==> src/rtl/fft_ctrl_pkg.sv <==
// fft_ctrl_pkg: FSM state encoding and width helper shared by the FFT control blocks.
package fft_ctrl_pkg;

    typedef enum logic [1:0] {IDLE, RUN, DRAIN, DONE} fsm_state_e;

    // Width of a counter holding 0..v-1, never narrower than one bit.
    function automatic int unsigned clog2_min1(input int unsigned v);
        return (v < 2) ? 1 : $clog2(v);
    endfunction

endpackage

==> src/rtl/fft_delay_line.sv <==
// fft_delay_line: fixed-depth register pipeline with synchronous active-low clear.
module fft_delay_line #(
    parameter int WIDTH = 1,
    parameter int DEPTH = 1
) (
    input  logic             clk,
    input  logic             rst_n,
    input  logic [WIDTH-1:0] d_i,
    output logic [WIDTH-1:0] q_o
);

    logic [WIDTH-1:0] pipe_q [DEPTH];

    always_ff @(posedge clk) begin
        if (!rst_n) begin
            pipe_q <= '{default: '0};
        end else begin
            pipe_q[0] <= d_i;
            for (int i = 1; i < DEPTH; i++) pipe_q[i] <= pipe_q[i-1];
        end
    end

    assign q_o = pipe_q[DEPTH-1];

endmodule

==> src/rtl/fft_r2_stage_sequencer.sv <==
// fft_r2_stage_sequencer: per-stage butterfly read/twiddle issue for an in-place radix-2 DIT FFT,
// with drain bubbles between stages and write-back addresses delayed by the pipeline latency.
module fft_r2_stage_sequencer
    import fft_ctrl_pkg::*;
#(
    parameter  int N_POINTS     = 16,
    parameter  int PIPE_LATENCY = 3,
    localparam int LOG2N        = $clog2(N_POINTS),
    localparam int ADDR_WIDTH   = LOG2N,
    localparam int TW_WIDTH     = LOG2N - 1,
    localparam int STAGE_WIDTH  = clog2_min1(LOG2N)
) (
    input  logic                   clk,
    input  logic                   rst_n,
    input  logic                   start,
    output logic                   busy,
    output logic                   done,
    output logic [STAGE_WIDTH-1:0] stage,
    output logic                   rd_en,
    output logic [ADDR_WIDTH-1:0]  rd_addr_a,
    output logic [ADDR_WIDTH-1:0]  rd_addr_b,
    output logic [TW_WIDTH-1:0]    tw_idx,
    output logic                   wr_en,
    output logic [ADDR_WIDTH-1:0]  wr_addr_a,
    output logic [ADDR_WIDTH-1:0]  wr_addr_b
);

    localparam int DW = clog2_min1(PIPE_LATENCY);
    localparam logic [1:0] S_IDLE  = IDLE;
    localparam logic [1:0] S_RUN   = RUN;
    localparam logic [1:0] S_DRAIN = DRAIN;
    localparam logic [1:0] S_DONE  = DONE;
    localparam logic [TW_WIDTH-1:0]    B_LAST = TW_WIDTH'(N_POINTS / 2 - 1);
    localparam logic [STAGE_WIDTH-1:0] S_LAST = STAGE_WIDTH'(LOG2N - 1);
    localparam logic [DW-1:0]          D_LAST = DW'(PIPE_LATENCY - 1);

    logic [1:0]             state_q, state_d;
    logic [STAGE_WIDTH-1:0] stage_q, stage_d;
    logic [TW_WIDTH-1:0]    b_q, b_d;
    logic [DW-1:0]          dcnt_q, dcnt_d;
    logic                   busy_q, done_q, rd_en_q;
    logic [ADDR_WIDTH-1:0]  ra_q, rb_q;
    logic [TW_WIDTH-1:0]    tw_q;
    logic                   run_d;
    logic [ADDR_WIDTH-1:0]  bx, span, pos, addr_a, addr_b;
    logic [TW_WIDTH-1:0]    tw;

    always_comb begin
        state_d = state_q;
        stage_d = stage_q;
        b_d     = b_q;
        dcnt_d  = dcnt_q;
        case (state_q)
            S_IDLE: if (start) begin
                state_d = S_RUN;
                stage_d = '0;
                b_d     = '0;
            end
            S_RUN: begin
                state_d = (b_q == B_LAST) ? S_DRAIN : S_RUN;
                b_d     = (b_q == B_LAST) ? '0 : b_q + 1'b1;
                dcnt_d  = '0;
            end
            S_DRAIN: if (dcnt_q == D_LAST) begin
                state_d = (stage_q == S_LAST) ? S_DONE : S_RUN;
                stage_d = (stage_q == S_LAST) ? stage_q : stage_q + 1'b1;
            end else begin
                dcnt_d = dcnt_q + 1'b1;
            end
            default: state_d = S_IDLE;
        endcase
    end

    // Addresses are built from next-state counters so the issued tuple is registered with rd_en.
    always_comb begin
        run_d  = (state_d == S_RUN);
        bx     = ADDR_WIDTH'(b_d);
        span   = ADDR_WIDTH'(1) << stage_d;
        pos    = bx & (span - 1'b1);
        addr_a = ((bx - pos) << 1) + pos;
        addr_b = addr_a + span;
        tw     = TW_WIDTH'(pos << (TW_WIDTH - 32'(stage_d)));
    end

    always_ff @(posedge clk) begin
        if (!rst_n) begin
            state_q <= S_IDLE;
            stage_q <= '0;
            b_q     <= '0;
            dcnt_q  <= '0;
            busy_q  <= 1'b0;
            done_q  <= 1'b0;
            rd_en_q <= 1'b0;
            ra_q    <= '0;
            rb_q    <= '0;
            tw_q    <= '0;
        end else begin
            state_q <= state_d;
            stage_q <= stage_d;
            b_q     <= b_d;
            dcnt_q  <= dcnt_d;
            busy_q  <= run_d || (state_d == S_DRAIN);
            done_q  <= (state_d == S_DONE);
            rd_en_q <= run_d;
            ra_q    <= run_d ? addr_a : '0;
            rb_q    <= run_d ? addr_b : '0;
            tw_q    <= run_d ? tw : '0;
        end
    end

    fft_delay_line #(
        .WIDTH(1 + 2 * ADDR_WIDTH),
        .DEPTH(PIPE_LATENCY)
    ) u_wr_delay (
        .clk  (clk),
        .rst_n(rst_n),
        .d_i  ({rd_en_q, ra_q, rb_q}),
        .q_o  ({wr_en, wr_addr_a, wr_addr_b})
    );

    assign busy      = busy_q;
    assign done      = done_q;
    assign stage     = stage_q;
    assign rd_en     = rd_en_q;
    assign rd_addr_a = ra_q;
    assign rd_addr_b = rb_q;
    assign tw_idx    = tw_q;

endmodule

==> config.mk <==
export PLATFORM = sky130hd
export DESIGN_NAME = fft_r2_stage_sequencer
export DESIGN_NICKNAME = d
export VERILOG_FILES = /design/src/rtl/fft_ctrl_pkg.sv /design/src/rtl/fft_delay_line.sv /design/src/rtl/fft_r2_stage_sequencer.sv
export SDC_FILE = /design/constraint.sdc
export NUM_CORES = 1
export LEC_CHECK = 0
export CAP_MARGIN = 20
export CORE_AREA = 2 2 71 73
export CTS_CLUSTER_SIZE = 28
export DETAILED_ROUTE_END_ITERATION = 8
export DIE_AREA = 0 0 73 75
export DONT_BUFFER_PORTS = 1
export GPL_TIMING_DRIVEN = 0
export PLACE_DENSITY_LB_ADDON = 0.15
export SYNTH_ARGS = -nofsm -noshare
export SYNTH_HDL_FRONTEND = slang
export SYNTH_SLANG_ARGS = --single-unit
==> constraint.sdc <==
create_clock -name clk -period 10.1 [get_ports clk]
set_input_delay 1.515 -clock clk [delete_from_list [all_inputs] [get_ports clk]]
set_output_delay 1.515 -clock clk [all_outputs]
set_load 0.01 [all_outputs]
After elaboration in Yosys (flattened, before gate mapping)
Cells that the tools add are included.
{"block": "totals", "regBits": 50, "input_bits": 3, "output_inout_bits": 25, "wordCells": 52}
{"block": "op_classes", "addsub": 8, "eq_ne": 9, "shift": 2, "n_mux": 14, "bitwise_logic": 1, "reduce_logical": 5}
{"cell": "$shl 4x32->3", "count": 1}
{"cell": "$mux 2", "count": 8}
{"cell": "$eq 2x2->1 const B", "count": 5}
{"cell": "$add 4x4->4", "count": 2}
{"cell": "$pmux 2 s2", "count": 2}
{"cell": "$mux 3", "count": 2}
{"cell": "$pmux 2 s3", "count": 1}
{"cell": "$pmux 3 s2", "count": 1}
{"cell": "$add 2x1->2 const B", "count": 2}
{"cell": "$and 3x4->4", "count": 1}
{"cell": "$eq 2x1->1 const B", "count": 2}
{"cell": "$reduce_and 2->1", "count": 2}
{"cell": "$shl 1x2->4 const A", "count": 1}
{"cell": "$sub 4x1->4 const B", "count": 1}
{"cell": "$add 3x1->3 const B", "count": 1}
{"cell": "$eq 3x3->1 const B", "count": 1}
{"cell": "$sub 2x2->3 const A", "count": 1}
{"cell": "$sub 3x3->3", "count": 1}
{"cell": "$logic_not 2->1", "count": 1}
{"cell": "$ne 2x2->1 const B", "count": 1}
{"cell": "$reduce_bool 2->1", "count": 1}
{"cell": "$logic_or 1x1->1", "count": 1}

Depth between registers and ports, before layout
Gate-level depths: netlist of the first run.
{"block": "depth", "word_depth": 10, "ltp_mapped": 13, "depth_no_buf": 13}

Modules after synthesis
A second synthesis of the first run with hierarchy kept.
{"block": "hier_totals", "cells_unflattened": 194, "hier_area_um2": 2042.0}
{"mod": "fft_r2_stage_sequencer", "instances": 1, "cells_each": 129, "area_each_um2": 1216.2, "seq_area_each_um2": 460.4}
{"mod": "fft_delay_line", "instances": 1, "cells_each": 65, "area_each_um2": 825.8, "seq_area_each_um2": 540.5}

Worst setup path before layout of the first run
Ideal clock, no wire load.
{"block": "synth_path", "kind": "in2reg", "from": "input port start", "to": "register rb_q[3] (netlist: rd_addr_b[3])", "arrival_time_ns": 3.919, "required_time_ns": 9.999, "path_slack_ns": 6.080, "path_stages": 10, "n_path_buf": 0, "cell_sequence": "o21bai_2 > a22oi_1 > or2_2 > ha_1 > fa_1 > ha_1 > a21oi_1 > xor2_1 > or2_2 > o41ai_1"}
{"block": "synth_via", "elab_chain_len": 8}
{"item": "start: declaration", "line_no": "fft_r2_stage_sequencer.sv:15", "text": "input logic start,"}
{"item": "$mux 2", "line_no": "fft_r2_stage_sequencer.sv:54", "text": "S_IDLE: if (start) begin"}
{"item": "$pmux 2 s2", "line_no": "fft_r2_stage_sequencer.sv:53", "text": "case (state_q)"}
{"item": "$shl 1x2->4", "line_no": "fft_r2_stage_sequencer.sv:78", "text": "span = ADDR_WIDTH'(1) << stage_d;"}
{"item": "$sub 4x1->4", "line_no": "fft_r2_stage_sequencer.sv:79", "text": "pos = bx & (span - 1'b1);"}
{"item": "$and 3x4->4", "line_no": "fft_r2_stage_sequencer.sv:79"}
{"item": "$sub 3x3->3", "line_no": "fft_r2_stage_sequencer.sv:80", "text": "addr_a = ((bx - pos) << 1) + pos;"}
{"item": "$add 4x4->4 (*)", "line_no": "fft_r2_stage_sequencer.sv:80"}
{"item": "net addr_a[2]", "line_no": "fft_r2_stage_sequencer.sv:45", "text": "logic [ADDR_WIDTH-1:0] bx, span, pos, addr_a, addr_b;"}
{"item": "$add 4x4->4 (*)", "line_no": "fft_r2_stage_sequencer.sv:81", "text": "addr_b = addr_a + span;"}
{"item": "end signal: assignment", "line_no": "fft_r2_stage_sequencer.sv:106", "text": "rb_q <= run_d ? addr_b : '0;"}
{"item": "end: declaration", "line_no": "fft_r2_stage_sequencer.sv:42", "text": "logic [ADDR_WIDTH-1:0] ra_q, rb_q;"}
Mark *: on every way through the listed nets, which the timed path passes. The rest lies on a longest branch.
A chain may end at the register's enable or synchronous reset.

Worst setup path after layout of the first run
Ends and elaborated chain as after synthesis.

==> results of run 1 <==
[cells by family after synthesis]
kind of cell	synth area share
simple gates	0.2206
flops	0.5013
compound gates	0.1165
buf+inv	0.06390
fa+ha+maj	0.07644
xor+xnor	0.008774
mux	0.01065
other cells	0.001878
[critical path, delay by kind of cell]
family / cells / cell delay (ns)
adder cells (fa/ha/maj): 3 / 1.14
XOR/XNOR: 1 / 0.10
AO/OA/AOI/OAI: 4 / 0.97
AND/OR/NAND/NOR: 2 / 0.50
[per-layer routing]
| layer | GRT usage | vias up | part of all wire |
|---|---|---|---|
| li1 | - | 646 | - |
| met1 | 0.1665 | 579 | 0.48 |
| met2 | 0.2152 | 23 | 0.46 |
| met3 | 0.05087 | 8 | 0.051 |
| met4 | 0.06996 | 0 | 0.017 |
| met5 | 0 | - | 0 |
[metrics by stage]
step / power, µW / util / area [µm²] / setup slack, ns
floorplan: 230.4 / - / 2001 / 6.080
global route: 356.1 / 0.4609 / 2148 / 5.953
global placement: 235.7 / 0.4438 / 2068 / 5.762
finish: 339.5 / 0.4609 / 2148 / 6.075
detailed placement: 236.6 / 0.4438 / 2068 / 5.763
CTS: 343.7 / 0.4609 / 2148 / 6.078
[synthesized netlist by cell type (2+ instances only)]
cell type / instances / share of area
dfxtp_1: 50 / 0.50
and2_1: 33 / 0.10
nor2_1: 13 / 0.024
buf_4: 9 / 0.034
ha_1: 9 / 0.056
inv_1: 8 / 0.015
nand2_1: 8 / 0.015
a21oi_1: 5 / 0.013
nor2b_1: 5 / 0.016
clkbuf_1: 4 / 0.0075
nor3_1: 4 / 0.010
a22oi_1: 3 / 0.011
o21ai_0: 3 / 0.0075
or2_2: 3 / 0.0094
a211oi_1: 2 / 0.0075
fa_1: 2 / 0.020
nand2b_1: 2 / 0.0063
nor3b_2: 2 / 0.013
o21a_1: 2 / 0.0075
o311ai_1: 2 / 0.0088
o41ai_1: 2 / 0.0088
xor2_1: 2 / 0.0088
[layout make-up]
cell class	instances	area [µm²]
Fill cell	439	2512
Sequential cell	50	1001
Multi-Input combinational cell	122	872.1
Buffer	14	93.84
Clock buffer	6	72.57
Tap cell	54	67.56
Inverter	9	33.78
Clock inverter	1	7.507
[power groups by stage]
stage / sequential [µW] / clock (µW) / combinational, µW
floorplan: 211 / 0 / 19.3
global placement: 212 / 0 / 23.6
detailed placement: 212 / 0 / 24.4
CTS: 208 / 112 / 24.5
global route: 208 / 120 / 27.5
finish: 207 / 108 / 24.2
[worst paths after layout]
check                                  start                           end  slack (ns)  cells past startpoint
max                                    start       rd_addr_b[3]$_SDFF_PN0_        6.08                     10
min          u_wr_delay.pipe_q[9]$_SDFF_PN0_  u_wr_delay.q_o[0]$_SDFF_PN0_        0.44                      1
max reg2reg                b_q[0]$_SDFF_PN0_       rd_addr_b[3]$_SDFF_PN0_        6.57                     12
min reg2reg  u_wr_delay.pipe_q[9]$_SDFF_PN0_  u_wr_delay.q_o[0]$_SDFF_PN0_        0.44                      1
[state kept, by name (all words and copies together), names as in the netlist]
register           cells
rd_en                  1
dcnt_q                 2
state_q                2
rd_addr_a              4
u_wr_delay.pipe_q     18
b_q                    3
done                   1
stage                  2
u_wr_delay.q_o         9
busy                   1
tw_idx                 3
rd_addr_b              4
==> results.txt, run 1 <==
Root Buffer Master = clkbuf_8
crit path max-delay cell type = fa_1
Yosys reg bits = 50
endpoints failing hold = 0
vias per inst = 4.906
final wirelength = 3362 µm
Synth cell types = 43
WL per Instance = 13.13 µm
Detailed Route Iter0 Violations = 66
final net count = 216
CTS max path bufs = 2
initial antenna violation count = 0
TNS Setup = 0 ns
Hold Buf Count CTS = 0
Placed Cells = 249
Period minus WS final = 4.025 ns
via count = 1,256
Worst Max-Slew Pin Slew = 0.5786 ns
crit path cell chain = o21bai_2 -> a22oi_1 -> or2_2 -> ha_1 -> fa_1 -> ha_1 -> a21oi_1 -> xor2_1 -> or2_2 -> o41ai_1
Total GRT Usage = 0.1375
Num CTS Buffers = 5
clock group share of total power = 0.318
sequential power share = 0.611
largest net degree at the start of global routing = 15
first-pass GRT wire length = 5699 µm
number of gates resized after cts = 0
Die H = 75 µm
Chip Width = 73 µm
Worst setup SP type = primary input
Synth-to-Final Area Change = 7.581%
Antenna Cells = 0
Final setup viols = 0
Port-buffer cells = 0
first-pass detailed-route iteration total = 4
Setup Buffers After CTS = 0
Tcrit/Tclk final = 0.3985
Net Sw Frac = 0.2319
Hold Crit Class = reg -> reg
sw power = 78.72 µW
Max stage delay on crit path = 0.54 ns
hold_ws = 0.4358 ns
Setup crit end kind = flop
CP Data Required Time = 10.30 ns
synthesized area per cell = 10.29 µm²
Worst-path clk slew = 0.08 ns
most frequent cells in the layout = 50 x dfxtp_1, 33 x and2_1, 13 x nor2_1
initial cell density of the core = 0.4285
number of H-tree levels = 2
Worst EP arrival = 4.22 ns
layout cells sized above 1 = 0.1337
Clock Latency Late Sink = 0.29 ns
Core ar. = 4661 µm²
Comb pwr share = 0.071
vias in the first global route = 1,248
Post-Synthesis Cells = 194
fmax = 248.5 MHz
register area share after synthesis = 0.5013
fin. max-slew vios = 0
clk sinks = 50
max_slew headroom = 0.6032
Crit Path Category = in -> reg
number of placed I/O pins = 28
top_reg_cell synth = dfxtp_1
clock skew = 0.002829 ns
antenna viol nets, final = 0
post-DP HPWL = 2511 µm
status = complete, no violations
Ys Warns = 0
Pleak = 0.0009161 µW
non-filler cells in the finished layout = 256
max_cap viols = 0
gpl congestion = 0.7738
CTS tree = done
FFs w/ async S/R, synth = 0
grt ovf = 0
Power per Cell Area = 158.0 nW/µm²
Internal = 260.8 µW
full die area = 5475 µm²
commonest non-fill, non-tap cell in the layout = dfxtp_1
Post-route DRC = 0
peak supply drop = 0.06782 mV
row count = 25
worst-path fanout max = 6
EDFF count, synth = 0
Syn Std Cell Area = 1997 µm²
RSZ-0062 raised after global routing = no
(Power assumes the default switching activity.)
==> run 2, diff against run 1 <==
- clock period: 10.1 -> 3.7 ns (I/O delays scaled with it)
==> results.txt, run 2 (synthesis results as in run 1) <==
Antenna Cells = 0
vias in the first global route = 1,248
CTS tree = done
Final setup viols = 0
max_slew headroom = 0.6033
DP Area = 2068 µm²
commonest non-fill, non-tap cell in the layout = dfxtp_1
grt ovf = 0
via count = 1,264
Filler cells = 440
Setup crit end kind = flop
Synth-to-Final Area Change = 7.958%
peak supply drop = 0.1850 mV
full die area = 5475 µm²
final wirelength = 3380 µm
largest net degree at the start of global routing = 15
Placed Cells = 249
max reg flops = 18
CP Data Required Time = 3.90 ns
Port-buffer cells = 0
Tcrit/Tclk final = 0.9385
Pleak = 0.0009153 µW
clk sinks = 50
vias per inst = 4.938
first-pass detailed-route iteration total = 4
Seq. cell area = 1001 µm²
Worst setup SP type = flop
Period minus WS final = 3.473 ns
Biggest register = u_wr_delay.pipe_q
Root Buffer Master = clkbuf_8
Chip Width = 73 µm
number of gates resized after cts = 0
Worst EP arrival = 3.67 ns
worst-path fanout max = 6
fin. max-slew vios = 0
post-route cell area = 2156 µm²
post-DP HPWL = 2511 µm
CTS max path bufs = 2
status = complete, no violations
layout cells sized above 1 = 0.1436
Setup Buffers After CTS = 0
Die H = 75 µm
antenna viol nets, final = 0
RSZ-0062 raised after global routing = no
area of the multi-input gates = 879.6 µm²
gpl congestion = 0.7738
Crit Path Category = reg -> reg
initial antenna violation count = 0
CP dominant cell by count = ha_1
non-filler cells in the finished layout = 256
max_cap viols = 0
Total GRT Usage = 0.1375
first-pass GRT wire length = 5699 µm
TNS Setup = 0 ns
Num CTS Buffers = 5
Worst-path clk slew = 0.08 ns
number of placed I/O pins = 28
post-place setup slack = 0.1663 ns
Post-route DRC = 0
row count = 25
Power per Cell Area = 429.9 nW/µm²
Core ar. = 4661 µm²
Max stage delay on crit path = 0.44 ns
number of H-tree levels = 2
clock skew = 0.002609 ns
WL per Instance = 13.20 µm
crit path cell chain = ha_1 -> ha_1 -> nor3b_2 -> a22oi_2 -> or2_2 -> ha_1 -> fa_1 -> ha_1 -> a21oi_1 -> xor2_1 -> or2_2 -> o41ai_1
post-route setup slack = 0.2274 ns
crit path max-delay cell type = fa_1
Clock Latency Late Sink = 0.29 ns
Detailed Route Iter0 Violations = 68
endpoints failing hold = 0
Worst Max-Slew Pin Slew = 0.5785 ns
Hold Crit Class = reg -> reg
initial cell density of the core = 0.4285
fmax = 288.0 MHz
Hold Buf Count CTS = 0
final net count = 216
most frequent cells in the layout = 50 x dfxtp_1, 33 x and2_1, 13 x nor2_1
run 2: layout make-up:
cell class,count,share of cell area
clock inverters,1,0.003482
multi-input cells,122,0.4080
clock buffers,6,0.03366
inverters,9,0.01567
plain buffers,14,0.04353
well taps,54,0.03134
flip-flops and latches,50,0.4643
run 2: final timing paths:
path                                                 startpoint                            to  slack (ns)  depth (start not counted)
worst max-delay path                          b_q[0]$_SDFF_PN0_       rd_addr_b[3]$_SDFF_PN0_        0.23                         12
worst min-delay path            u_wr_delay.pipe_q[9]$_SDFF_PN0_  u_wr_delay.q_o[0]$_SDFF_PN0_        0.44                          1
worst max register to register                b_q[0]$_SDFF_PN0_       rd_addr_b[3]$_SDFF_PN0_        0.23                         12
worst min register to register  u_wr_delay.pipe_q[9]$_SDFF_PN0_  u_wr_delay.q_o[0]$_SDFF_PN0_        0.44                          1
run 2: critical path, delay by kind of cell, from the launching register on:
family / cells / cell delay, ns
adders and majority gates: 5 / 1.51
AOI/OAI and AO/OA: 3 / 0.57
DFF: 1 / 0.33
and+or+nand+nor: 3 / 0.86
xor gates and xnor gates: 1 / 0.10
run 2: layer usage:
| metal | track usage | vias to the layer above | part of all wire |
|---|---|---|---|
| met2 | 0.2152 | 29 | 0.46 |
| met3 | 0.05087 | 10 | 0.053 |
| met4 | 0.06996 | 0 | 0.022 |
| met1 | 0.1665 | 577 | 0.47 |
| met5 | 0 | - | 0 |
| li1 | - | 648 | - |
run 2: per-stage QoR:
| stage | hold WS, ns | total power (µW) | util |
|---|---|---|---|
| after global placement | 0.4135 | 643.3 | 0.4438 |
| final | 0.4358 | 926.7 | 0.4626 |
| after floorplan | 0.4119 | 629.0 | - |
| after CTS | 0.4366 | 938.2 | 0.4609 |
| after detailed placement | 0.4169 | 645.9 | 0.4438 |
| after global routing | 0.4506 | 972.9 | 0.4626 |
run 2: power by group:
part | internal [µW] | leakage (µW) | total (µW) | switching, µW
combinational | 27.3 | 0.000472 | 66.8 | 39.5
clock | 130 | 0.0000373 | 294 | 164
sequential | 555 | 0.000406 | 566 | 11.2
total | 712 | 0.000915 | 927 | 215
